**config.mk**
```make
export PLATFORM = sky130hd
export DESIGN_NAME = fp32pe_ctrl
export DESIGN_NICKNAME = d
export VERILOG_FILES = /design/src/rtl/fp32pe_ctrl.sv
export SDC_FILE = /design/constraint.sdc
export NUM_CORES = 1
export LEC_CHECK = 0
export CAP_MARGIN = 25
export CORE_MARGIN = 8
export CORE_UTILIZATION = 43
export DETAILED_ROUTE_END_ITERATION = 7
export GPL_TIMING_DRIVEN = 0
export HOLD_SLACK_MARGIN = 0.1
export PLACE_DENSITY = 0.75
export SYNTH_ARGS = -nofsm -noshare
export SYNTH_HDL_FRONTEND = slang
export SYNTH_SLANG_ARGS = --single-unit
```
**constraint.sdc**
```tcl
create_clock -name clk -period 2.35 [get_ports clk]
set_input_delay 0.235 -clock clk [delete_from_list [all_inputs] [get_ports clk]]
set_output_delay 0.235 -clock clk [all_outputs]
set_load 0.02 [all_outputs]
```
**src/rtl/fp32pe_ctrl.sv**
```systemverilog
// Job sequencer for one 8-lane fp32 dot-product PE: clears the accumulators, streams
// operand-buffer reads, waits out the PE pipeline and returns the captured result.
module fp32pe_ctrl #(
  parameter int unsigned ADDR_W    = 10,
  parameter int unsigned LEN_W     = 10,
  parameter int unsigned CLR_CYC   = 2,
  parameter int unsigned RD_LAT    = 1,
  parameter int unsigned DRAIN_LAT = 40
) (
  input  logic              clk,
  input  logic              rst,
  input  logic              job_valid,
  output logic              job_ready,
  input  logic [LEN_W-1:0]  job_len,
  input  logic [ADDR_W-1:0] job_base_a,
  input  logic [ADDR_W-1:0] job_base_b,
  input  logic              abort,
  output logic              rd_en,
  output logic [ADDR_W-1:0] rd_addr_a,
  output logic [ADDR_W-1:0] rd_addr_b,
  output logic              pe_clr,
  input  logic [31:0]       pe_out,
  output logic              res_valid,
  input  logic              res_ready,
  output logic [31:0]       res_data,
  output logic              busy
);

  localparam int unsigned DRN_CYC = RD_LAT + DRAIN_LAT;
  localparam int unsigned DRN_W   = $clog2(DRN_CYC + 1);
  localparam int unsigned CLR_W   = $clog2(CLR_CYC + 1);

  typedef enum logic [2:0] {IDLE, CLEAR, ISSUE, DRAIN, DONE} state_t;

  state_t            state_q, state_d;
  logic [CLR_W-1:0]  clr_cnt_q, clr_cnt_d;
  logic [LEN_W-1:0]  beat_cnt_q, beat_cnt_d;
  logic [DRN_W-1:0]  drn_cnt_q, drn_cnt_d;
  logic [ADDR_W-1:0] addr_a_d, addr_b_d;
  logic [31:0]       res_data_d;

  // State, counters and registered outputs; output flags decode the next state
  always_ff @(posedge clk or negedge rst) begin
    if (!rst) begin
      state_q    <= IDLE;
      clr_cnt_q  <= '0;
      beat_cnt_q <= '0;
      drn_cnt_q  <= '0;
      rd_addr_a  <= '0;
      rd_addr_b  <= '0;
      res_data   <= '0;
      job_ready  <= 1'b1;
      pe_clr     <= 1'b1;
      rd_en      <= 1'b0;
      res_valid  <= 1'b0;
      busy       <= 1'b0;
    end else begin
      state_q    <= state_d;
      clr_cnt_q  <= clr_cnt_d;
      beat_cnt_q <= beat_cnt_d;
      drn_cnt_q  <= drn_cnt_d;
      rd_addr_a  <= addr_a_d;
      rd_addr_b  <= addr_b_d;
      res_data   <= res_data_d;
      job_ready  <= (state_d == IDLE);
      pe_clr     <= (state_d == IDLE) || (state_d == CLEAR);
      rd_en      <= (state_d == ISSUE);
      res_valid  <= (state_d == DONE);
      busy       <= (state_d != IDLE);
    end
  end

  // Next-state logic; abort outranks every transition outside IDLE
  always_comb begin
    state_d    = state_q;
    clr_cnt_d  = clr_cnt_q;
    beat_cnt_d = beat_cnt_q;
    drn_cnt_d  = drn_cnt_q;
    addr_a_d   = rd_addr_a;
    addr_b_d   = rd_addr_b;
    res_data_d = res_data;
    if ((state_q != IDLE) && abort) begin
      state_d = IDLE;
    end else begin
      unique case (state_q)
        IDLE: begin
          if (job_valid) begin
            addr_a_d   = job_base_a;
            addr_b_d   = job_base_b;
            beat_cnt_d = job_len;
            clr_cnt_d  = CLR_W'(CLR_CYC - 1);
            if (job_len == '0) begin
              state_d    = DONE;
              res_data_d = '0;
            end else begin
              state_d = CLEAR;
            end
          end
        end
        CLEAR: begin
          if (clr_cnt_q == '0) state_d = ISSUE;
          else                 clr_cnt_d = clr_cnt_q - CLR_W'(1);
        end
        ISSUE: begin
          // Address registers advance after each beat so the outputs never glitch
          addr_a_d   = rd_addr_a + ADDR_W'(1);
          addr_b_d   = rd_addr_b + ADDR_W'(1);
          beat_cnt_d = beat_cnt_q - LEN_W'(1);
          if (beat_cnt_q == LEN_W'(1)) begin
            state_d   = DRAIN;
            drn_cnt_d = DRN_W'(DRN_CYC - 1);
          end
        end
        DRAIN: begin
          if (drn_cnt_q == '0) begin
            state_d    = DONE;
            res_data_d = pe_out;
          end else begin
            drn_cnt_d = drn_cnt_q - DRN_W'(1);
          end
        end
        DONE: begin
          if (res_ready) state_d = IDLE;
        end
        default: state_d = IDLE;
      endcase
    end
  end

endmodule

```
==> results by group, run 1 <==
Timing
  – RSZ-0062 raised after global routing: false
  – Count of final setup violators: 0
  – Minimum clock period after layout: 2.222 ns
  – Max Slew Vio Count: 0
  – Setup ws final: 0.1284 ns
  – Worst hold slack: 0.2814 ns
  – Final worst path period share: 0.9454
  – Worst Tran Pin Value: 0.5735 ns
  – Fin. Hold Viols: 0
  – Clock Skews: 0.01817 ns
  – Fmax: 0.4501 GHz
  – Relative slew slack: 0.6176

Cells and area
  – Fill cells: 723
  – Fraction of layout cells with a size suffix above 1: 0.07533
  – Final core occ: 0.6286
  – Final net count: 599
  – N_diodes: 0
  – FF/Latch Area: 1954 um2
  – Area grow syn2layout: 42.62%
  – Area of the multi-input gates: 1748 um2

Synthesis
  – Distinct cells, synth: 49
  – Synthesized Nets: 461
  – Yosys top cell by area: dfrtp_1
  – Synthesis Warnings: 0
  – Post-Synthesis Cell Area: 3825 um2
  – Mapped Cells: 388
  – Synth Area per Inst: 9.858 um2
  – Post-synth ARST share: 1.000
  – Most used DFF post-synth: dfrtp_1
  – Post-synthesis sequential area ratio: 0.5110
  – EDFF count, synth: 0
  – Post-synth top area share: 0.4972
  – Synth area leaders: dfrtp_1, a22o_1, a21oi_1
  – FF+latch count, synth: 78

Pwr
  – Net Switching: 2385 uW
  – Clock power frac: 0.183
  – Leakage: 0.002260 uW
  – Sw Share: 0.4161
  – Int Pwr: 3347 uW
  – Comb power frac: 0.439
  – Total power: 5732 uW
  – PwrDens: 1051 nW/um2
  – Sequential power share: 0.378
  – Max VDD drop: 0.0006421 V

Critical path
  – CP Buf/Inv Count: 3
  – Critical Path Source: state_q[2]$_DFF_PN0_
  – Worst-path cell chain: clkbuf_1 -> nor3b_2 -> clkbuf_2 -> clkbuf_1 -> nand2_1 -> o211ai_1 -> o21ai_0
  – Reg2reg start: state_q[2]$_DFF_PN0_
  – CP delay by family, top: buffers and inverters
  – Slowest stage delay, CP: 0.42 ns
  – Startpoint Class: flip-flop
  – Worst path slowest cell: dfrtp_1
  – Crit path DAT: 2.45 ns
  – Most frequent CP cell: clkbuf_1
  – Worst-path fanout max: 10
  – CP Capture Type: flip-flop
  – CP required: 2.58 ns
  – Critical setup path kind: flip-flop to flip-flop

Clock network
  – CTS tree: built
  – Clock-pin slew on the worst setup and hold paths: 0.10 ns
  – Clock buffer depth: 2
  – Worst-Skew Late Latency: 0.36 ns
  – H-tree depth: 3
  – Clk root buf: clkbuf_8
  – CTS Buf Count: 9
  – Sink Count: 78

Floorplanning
  – Initial Util: 0.4407
  – DIE WIDTH: 110.3 um
  – Core ar.: 8678 um2
  – Die Y: 110.3 um
  – Die Area: 12170 um2
  – Core Rows: 34
  – Io pins: 124

Routing
  – Via Count: 3735
  – Final wirelength: 11.87 mm
  – Via/cell ratio: 5.845
  – Metal3 WL: 1.075 mm
  – Top layer in use: met4
  – Routed metal-1 wire length: 5.101 mm
  – Post-route ant nets: 0
  – Remaining DRCs: 0
  – Routed wl met2: 5.526 mm
  – Number of DRC markers in iteration 0: 273
  – Drt first pass iters: 5
  – Routed wire length per instance: 18.57 um

Placed design
  – DP HPWL: 8.705 mm
  – DP Worst Slack: -0.2030 ns
  – I/O Buffers: 122
  – Final Wtd Congestion: 0.9298

Run status
  – Status: completed

GRT
  – First-pass GRT wire length: 18.79 mm
  – Largest net degree at the start of global routing: 63
  – Vias in the first global route: 3704
  – Remaining Overflow, GRT: 0
  – Antenna violations before repair: 0
  – GRT Total Usage: 0.1955

Run
  – Max-cap violations: 0

Min path
  – Worst Hold Class: primary input to asynchronous set/reset pin
==> synthesized netlist by cell type (4+ instances only) <==
master and n:
dfrtp_1 76, a21oi_1 41, a22o_1 32, nand2_1 27
o21ai_0 25, nor2_1 24, nand3_1 22, clkbuf_1 13
inv_1 10, buf_2 8, a31oi_1 7, and3_1 7
o21a_1 7, o22a_1 7, o22ai_1 7, ha_1 6
nor3_1 6, nor4_1 6, o32ai_1 5, nand2b_1 4
o211ai_1 4
==> worst paths after layout <==
kind / end / slack [ns] / cells past startpoint
max: beat_cnt_q[1]$_DFFE_PN0P_ / 0.13 / 7
max in group asynchronous: job_ready$_DFF_PN1_ / 1.47 / 3
min in group clk: clr_cnt_q[0]$_DFFE_PN0P_ / 0.39 / 3
min reg2reg: clr_cnt_q[0]$_DFFE_PN0P_ / 0.49 / 1
min: beat_cnt_q[1]$_DFFE_PN0P_ / 0.28 / 2
max reg2reg: beat_cnt_q[1]$_DFFE_PN0P_ / 0.13 / 7
==> worst reg2reg max path, cell delays in order, from the launching register on <==
cell and delay (ns):
dfrtp_1 0.42, clkbuf_1 0.22, nor3b_2 0.41, clkbuf_2 0.32, clkbuf_1 0.40, nand2_1 0.11, o211ai_1 0.09, o21ai_0 0.11
==> cells by family after synthesis <==
group,synth area share
compound gates,0.2659
fa+ha+maj,0.01963
buf+inv,0.03500
flops,0.5110
mux,0.005561
simple gates,0.1629
==> final cells by class <==
cell class / count / area share
Multi-Input combinational cell: 277 / 0.3204
Timing Repair Buffer: 127 / 0.2344
Tap cell: 108 / 0.02477
Clock inverter: 7 / 0.01468
Sequential cell: 78 / 0.3583
Inverter: 10 / 0.006881
Buffer: 23 / 0.01789
Clock buffer: 9 / 0.02271
==> registers in the layout, indices dropped and copies added (netlist names) <==
register    cells
beat_cnt_q     10
busy            1
clr_cnt_q       2
drn_cnt_q       6
job_ready       1
pe_clr          1
rd_addr_a      10
rd_addr_b      10
rd_en           1
res_data       32
res_valid       1
state_q         3
==> through the flow <==
stage	setup TNS, ns	instances	area (um2)
floorplan	0	388	3825
global placement	-140.41	618	5181
detailed placement	-6.249	619	5206
CTS	0	637	5433
global route	0	639	5455
finish	0	639	5455
==> placed cells by master (no fill, tap or decap), drive strengths merged, types with 3 or more instances in the layout <==
cell	synthesis	final
inv	10	13
nor2b	3	3
o22a	7	7
a2bb2oi	3	3
a31oi	7	7
nor2	24	24
o21ai	26	26
nand2	27	27
o211ai	4	4
ha	6	6
and2	4	4
nor3	6	6
a22o	32	32
o32ai	5	5
buf	10	15
a21oi	41	41
nor4	7	7
o21a	7	7
clkbuf	13	22
nand2b	4	4
o22ai	7	7
clkdlybuf4s50	0	121
o31ai	3	3
or4b	3	3
dfrtp	76	76
a211oi	3	3
and3	7	7
nand3	22	22
==> power groups by stage <==
stage	logic, uW	clock network, uW	registers, uW
2_1_floorplan	1230	0	2340
3_3_place_gp	2410	0	2150
3_5_place_dp	2480	0	2160
4_1_cts	2500	1070	2150
5_1_grt	2750	1140	2220
6_report	2510	1050	2170
==> routing by layer <==
layer / vias up / GRT usage
li1: 1742 / -
met2: 174 / 0.3030
met1: 1804 / 0.2595
met5: - / 0
met4: 0 / 0.06280
met3: 15 / 0.05349
==> what timing repair did <==
| item | 4_1_cts | 5_1_grt |
|---|---|---|
| gates cloned | 0 | 0 |
| gates resized for setup | 1 | 3 |
| hold buffers | 1 | 0 |
| hold endpoints to repair | 76 | 0 |
| buffers inserted | 1 | 2 |
| endpoints found under the setup margin | 60 | 27 |
| pin swaps | 1 | 1 |
Power figures use the tool's default switching activity.
==> run 2: changes to the inputs <==
--- a/config.mk
+++ b/config.mk
@@ -12,6 +12,7 @@
 export GPL_TIMING_DRIVEN = 0
 export HOLD_SLACK_MARGIN = 0.1
 export PLACE_DENSITY = 0.75
+export RECOVER_POWER = 25
 export SYNTH_ARGS = -nofsm -noshare
 export SYNTH_HDL_FRONTEND = slang
 export SYNTH_SLANG_ARGS = --single-unit
==> run 2 against run 1 <==
  * Critical path depth is the same
  * Wire length shrank 0.13%
  * Clock power is essentially flat
  * Core utilization shrank 0.27 points
  * First-iteration DRC count is the same
  * Highest routed layer unchanged
  * Global-route usage is the same
  * Setup slack gained 0.0032 ns
==> results by group, run 2 (synthesized netlist as in run 1, its figures left out) <==
Timing
  – Minimum clock period after layout: 2.218 ns
  – RSZ-0062 raised after global routing: false
  – Worst Tran Pin Value: 0.9451 ns
  – Clock Skews: 0.01817 ns
  – Max Slew Vio Count: 0
  – Relative slew slack: 0.3699
  – Fin. Hold Viols: 0
  – Final worst path period share: 0.9440
  – Setup ws final: 0.1315 ns
  – Count of final setup violators: 0
  – Fmax: 0.4508 GHz
  – Worst hold slack: 0.3910 ns

Pwr
  – Max VDD drop: 0.0006421 V
  – Leakage: 0.002249 uW
  – PwrDens: 1054 nW/um2

Routing
  – Via Count: 3730
  – Post-route ant nets: 0
  – Drt first pass iters: 5
  – Routed wire length per instance: 18.55 um
  – Final wirelength: 11.85 mm
  – Number of DRC markers in iteration 0: 273
  – Remaining DRCs: 0
  – Via/cell ratio: 5.837

Cells and area
  – Max FFs per register: 32
  – Layout Cells excl Fill: 639
  – Most common cell after layout, fill and taps aside: clkdlybuf4s50_1
  – Register with the most flip-flops: res_data
  – Area grow syn2layout: 42.00%
  – Fraction of layout cells with a size suffix above 1: 0.07345
  – N_diodes: 0
  – Finished Cell Area: 5431 um2
  – Final net count: 599
  – Most frequent cells in the layout: clkdlybuf4s50_1, dfrtp_1, a21oi_1

Clock network
  – Clock buffer depth: 2
  – Clock-pin slew on the worst setup and hold paths: 0.10 ns
  – Worst-Skew Late Latency: 0.36 ns
  – H-tree depth: 3
  – Sink Count: 78
  – Clk root buf: clkbuf_8
  – CTS Buf Count: 9
  – CTS tree: built

GRT
  – First-pass GRT wire length: 18.79 mm
  – Vias in the first global route: 3704
  – Antenna violations before repair: 0
  – GRT Total Usage: 0.1955
  – Largest net degree at the start of global routing: 63
  – Remaining Overflow, GRT: 0

Critical path
  – CP Buf/Inv Count: 3
  – Worst path slowest cell: dfrtp_1
  – Critical setup path kind: flip-flop to flip-flop
  – Slowest stage delay, CP: 0.42 ns
  – Most frequent CP cell: clkbuf_1
  – Startpoint Class: flip-flop
  – Worst-path cell chain: clkbuf_1 -> nor3b_2 -> clkbuf_2 -> clkbuf_1 -> nand2_1 -> o211ai_1 -> o21ai_0
  – CP Capture Type: flip-flop
  – Worst-path fanout max: 10
  – CP required: 2.58 ns
  – CP delay by family, top: buffers and inverters
  – Crit path DAT: 2.45 ns

Placed design
  – Placed insts: 619
  – DP HPWL: 8.705 mm
  – Final Wtd Congestion: 0.9298
  – Area after DPL: 5206 um2
  – DP Worst Slack: -0.2030 ns
  – I/O Buffers: 122

Floorplanning
  – Die Area: 12170 um2
  – Io pins: 124
  – DIE WIDTH: 110.3 um
  – Die Y: 110.3 um
  – Initial Util: 0.4407
  – Core ar.: 8678 um2
  – Core Rows: 34

Run status
  – Status: completed

Min path
  – Worst Hold Class: primary input to flip-flop

Run
  – Max-cap violations: 0
run 2: changes by cell type in the layout (fill, tap and decap cells not counted), sizes merged:
| cell | delta |
|---|---|
| clkbuf | +2 |
| buf | -2 |
run 2: path summary, 6_finish.rpt:
kind / from / to / slack, ns / depth (start not counted)
min reg2reg: clr_cnt_q[0]$_DFFE_PN0P_ / clr_cnt_q[0]$_DFFE_PN0P_ / 0.49 / 1
max reg2reg: state_q[2]$_DFF_PN0_ / beat_cnt_q[1]$_DFFE_PN0P_ / 0.13 / 7
max in group asynchronous: rst / beat_cnt_q[6]$_DFFE_PN0P_ / 0.37 / 3
max: state_q[2]$_DFF_PN0_ / beat_cnt_q[1]$_DFFE_PN0P_ / 0.13 / 7
min in group asynchronous: rst / beat_cnt_q[1]$_DFFE_PN0P_ / 0.53 / 2
min: abort / clr_cnt_q[0]$_DFFE_PN0P_ / 0.39 / 3
run 2: worst reg2reg max path, cell delays in order, from the launching register on:
cell      delay [ns]
dfrtp_1         0.42
clkbuf_1        0.22
nor3b_2         0.41
clkbuf_2        0.32
clkbuf_1        0.40
nand2_1         0.11
o211ai_1        0.09
o21ai_0         0.11
run 2: report_power, final:
part / switching [uW] / total (uW) / internal (uW)
clock: 543 / 1050 / 505
sequential: 439 / 2170 / 1730
combinational: 1400 / 2510 / 1110
run 2: cell type report:
cell class,instances,area (um2)
plain buffers,23,97.59
clock buffers,9,123.9
clock inverters,7,80.08
fillers,725,3247
inverters,10,37.54
multi-input cells,277,1748
flip-flops and latches,78,1954
well taps,108,135.1
repair buffers,127,1255
run 2: timing repair:
| action | CTS | global route |
|---|---|---|
| hold endpoints to repair | 76 | 0 |
| endpoints found under the setup margin | 60 | 27 |
| gates resized for setup | 1 | 3 |
| buffers inserted | 1 | 2 |
| hold buffers | 1 | 0 |
| pin swaps | 1 | 1 |
run 2: per-layer routing:
layer	vias up	wire length (um)	GRT usage
li1	1742	-	-
met1	1785	5025	0.2595
met2	188	5512	0.3030
met3	15	1148	0.05349
met4	0	164	0.06280
met5	-	0	0
run 2: per-stage QoR:
| stage | power, uW | utilization | setup TNS [ns] |
|---|---|---|---|
| 6_report | 5727 | 0.6259 | 0 |
| 3_3_place_gp | 4560 | 0.5970 | -140.41 |
| 3_5_place_dp | 4640 | 0.5999 | -6.249 |
| 4_1_cts | 5709 | 0.6260 | 0 |
| 2_1_floorplan | 3578 | - | 0 |
| 5_1_grt | 6105 | 0.6259 | 0 |
==> run 3: changes to the inputs <==
--- a/config.mk
+++ b/config.mk
@@ -7,11 +7,11 @@
 export LEC_CHECK = 0
 export CAP_MARGIN = 25
 export CORE_MARGIN = 8
-export CORE_UTILIZATION = 43
+export CORE_UTILIZATION = 42
 export DETAILED_ROUTE_END_ITERATION = 7
 export GPL_TIMING_DRIVEN = 0
 export HOLD_SLACK_MARGIN = 0.1
-export PLACE_DENSITY = 0.75
+export PLACE_DENSITY = 0.77
 export RECOVER_POWER = 25
 export SYNTH_ARGS = -nofsm -noshare
 export SYNTH_HDL_FRONTEND = slang
==> constraint.sdc (replaced) <==
create_clock -name clk -period 2 [get_ports clk]
set_input_delay 0.2 -clock clk [delete_from_list [all_inputs] [get_ports clk]]
set_output_delay 0.2 -clock clk [all_outputs]
set_load 0.02 [all_outputs]
==> run 3 against run 2 <==
  * The flow now finishes with violations (setup timing)
  * Highest routed layer unchanged
  * Via count is 2.2% higher
  * Sequential share of layout area fell by 1.7 points
  * Register-to-register slack worse by 0.14 ns
  * Clock power increased by 7%
  * Total power increased by 20%
  * Largest power group unchanged
==> results by group, run 3 (synthesized netlist as in run 1, its figures left out) <==
GRT
  – Vias in the first global route: 3830
  – Antenna violations before repair: 0
  – GRT Total Usage: 0.1891
  – First-pass GRT wire length: 19.47 mm
  – Largest net degree at the start of global routing: 51
  – Remaining Overflow, GRT: 0

Placed design
  – DP HPWL: 8.578 mm
  – I/O Buffers: 122
  – Final Wtd Congestion: 0.8937
  – Placed insts: 622
  – DP Worst Slack: -0.5099 ns

Cells and area
  – Fill cells: 709
  – Area grow syn2layout: 49.26%
  – Most frequent cells in the layout: clkdlybuf4s50_1, dfrtp_1, a21oi_1
  – Register with the most flip-flops: res_data
  – Max FFs per register: 32
  – FF/Latch Area: 1958 um2
  – N_diodes: 0
  – Most common cell after layout, fill and taps aside: clkdlybuf4s50_1
  – Layout Cells excl Fill: 659
  – Fraction of layout cells with a size suffix above 1: 0.1515
  – Final net count: 616
  – Area of the multi-input gates: 1844 um2

Timing
  – Final TNS setup: -0.003636 ns
  – RSZ-0062 raised after global routing: true
  – Clock Skews: 0.01160 ns
  – Max Slew Vio Count: 0
  – Minimum clock period after layout: 2.004 ns
  – Fmax: 0.4991 GHz
  – Relative slew slack: 0.4927
  – Count of final setup violators: 1
  – Worst hold slack: 0.3469 ns
  – Final worst path period share: 1.002
  – Fin. Hold Viols: 0
  – Setup ws final: -0.003636 ns
  – Worst Tran Pin Value: 0.7610 ns

Pwr
  – Sequential power share: 0.377
  – Int Pwr: 3947 uW
  – Clock power frac: 0.164
  – Sw Share: 0.4243
  – Comb power frac: 0.459
  – Leakage: 0.002375 uW
  – Total power: 6856 uW
  – Max VDD drop: 0.0007833 V
  – Net Switching: 2909 uW
  – PwrDens: 1201 nW/um2

Clock network
  – Clock-pin slew on the worst setup and hold paths: 0.08 ns
  – Clock buffer depth: 2
  – CTS Buf Count: 9
  – CTS tree: built
  – Sink Count: 78
  – Clk root buf: clkbuf_8
  – H-tree depth: 3
  – Worst-Skew Late Latency: 0.36 ns

Run status
  – Status: complete, but fails checks
  – Violations in the final reports: setup timing

Floorplanning
  – Core ar.: 9021 um2
  – Io pins: 124
  – DIE WIDTH: 111.4 um
  – Die Y: 111.4 um
  – Core Rows: 35
  – Initial Util: 0.4240
  – Die Area: 12420 um2

Critical path
  – CP required: 2.25 ns
  – Critical Path Source: drn_cnt_q[1]$_DFFE_PN0P_
  – CP Capture Type: flip-flop
  – Crit path DAT: 2.25 ns
  – Worst-path fanout max: 6
  – Critical setup path kind: flip-flop to flip-flop
  – Startpoint Class: flip-flop
  – Reg2reg start: drn_cnt_q[1]$_DFFE_PN0P_

Min path
  – Worst Hold Class: primary input to flip-flop
  – Worst hold start: abort

Routing
  – Final wirelength: 12.40 mm
  – Via/cell ratio: 5.785
  – Via Count: 3812
  – Remaining DRCs: 0
  – Drt first pass iters: 5
  – Number of DRC markers in iteration 0: 272
  – Routed wire length per instance: 18.81 um
  – Post-route ant nets: 0

Run
  – Max-cap violations: 0
-- run 3: cell count changes in the layout (fill, tap and decap cells not counted), sizes merged --
cell / change
buf: +18
bufinv: -1
clkbuf: -1
clkinv: +1
-- run 3: layout make-up --
| class | instances | area share |
|---|---|---|
| Clock inverter | 7 | 0.009643 |
| Buffer | 23 | 0.02674 |
| Sequential cell | 78 | 0.3430 |
| Tap cell | 111 | 0.02433 |
| Multi-Input combinational cell | 277 | 0.3230 |
| Inverter | 10 | 0.006575 |
| Clock buffer | 9 | 0.02170 |
| Timing Repair Buffer | 144 | 0.2450 |
-- run 3: final timing paths --
| path | to | slack (ns) | cells after the start |
|---|---|---|---|
| max | drn_cnt_q[1]$_DFFE_PN0P_ | -0.004 | 7 |
| min | clr_cnt_q[1]$_DFFE_PN0P_ | 0.35 | 2 |
| max reg2reg | drn_cnt_q[1]$_DFFE_PN0P_ | -0.004 | 7 |
| min reg2reg | clr_cnt_q[1]$_DFFE_PN0P_ | 0.49 | 2 |
| max in group asynchronous | drn_cnt_q[5]$_DFFE_PN0P_ | 0.30 | 3 |
| min in group asynchronous | busy$_DFF_PN0_ | 0.45 | 2 |
-- run 3: power by group through the flow --
stage               combinational (uW)  sequential [uW]  clock [uW]
floorplan                         1450             2760           0
global placement                  2820             2520           0
detailed placement                2880             2540           0
CTS                               2990             2550        1150
global route                      3430             2660        1210
finish                            3150             2590        1120
-- run 3: critical path, cell delays in order, from the launching register on --
cell and delay [ns]:
dfrtp_1 0.41, inv_2 0.08, ha_4 0.12, or4b_4 0.50
buf_6 0.15, o21ai_4 0.21, a21oi_2 0.10, mux2_4 0.31
-- run 3: per-stage QoR --
step / cell area, um2 / util
finish: 5709 / 0.6329
global route: 5709 / 0.6329
CTS: 5600 / 0.6208
detailed placement: 5210 / 0.5775
global placement: 5185 / 0.5748
floorplan: 3825 / -
-- run 3: per-layer routing --
metal  wire length [um]  GRT usage
met5                  0          0
met1               5336     0.2366
met2               5939     0.2979
met3                964    0.05914
met4                160    0.07200
-- run 3: what timing repair did --
item	CTS	global route
resized for setup	34	31
endpoints found under the setup margin	72	75
pin swaps	5	7
hold endpoints to repair	28	0
setup buffers	9	8
gates cloned	3	0
hold buffers	1	0
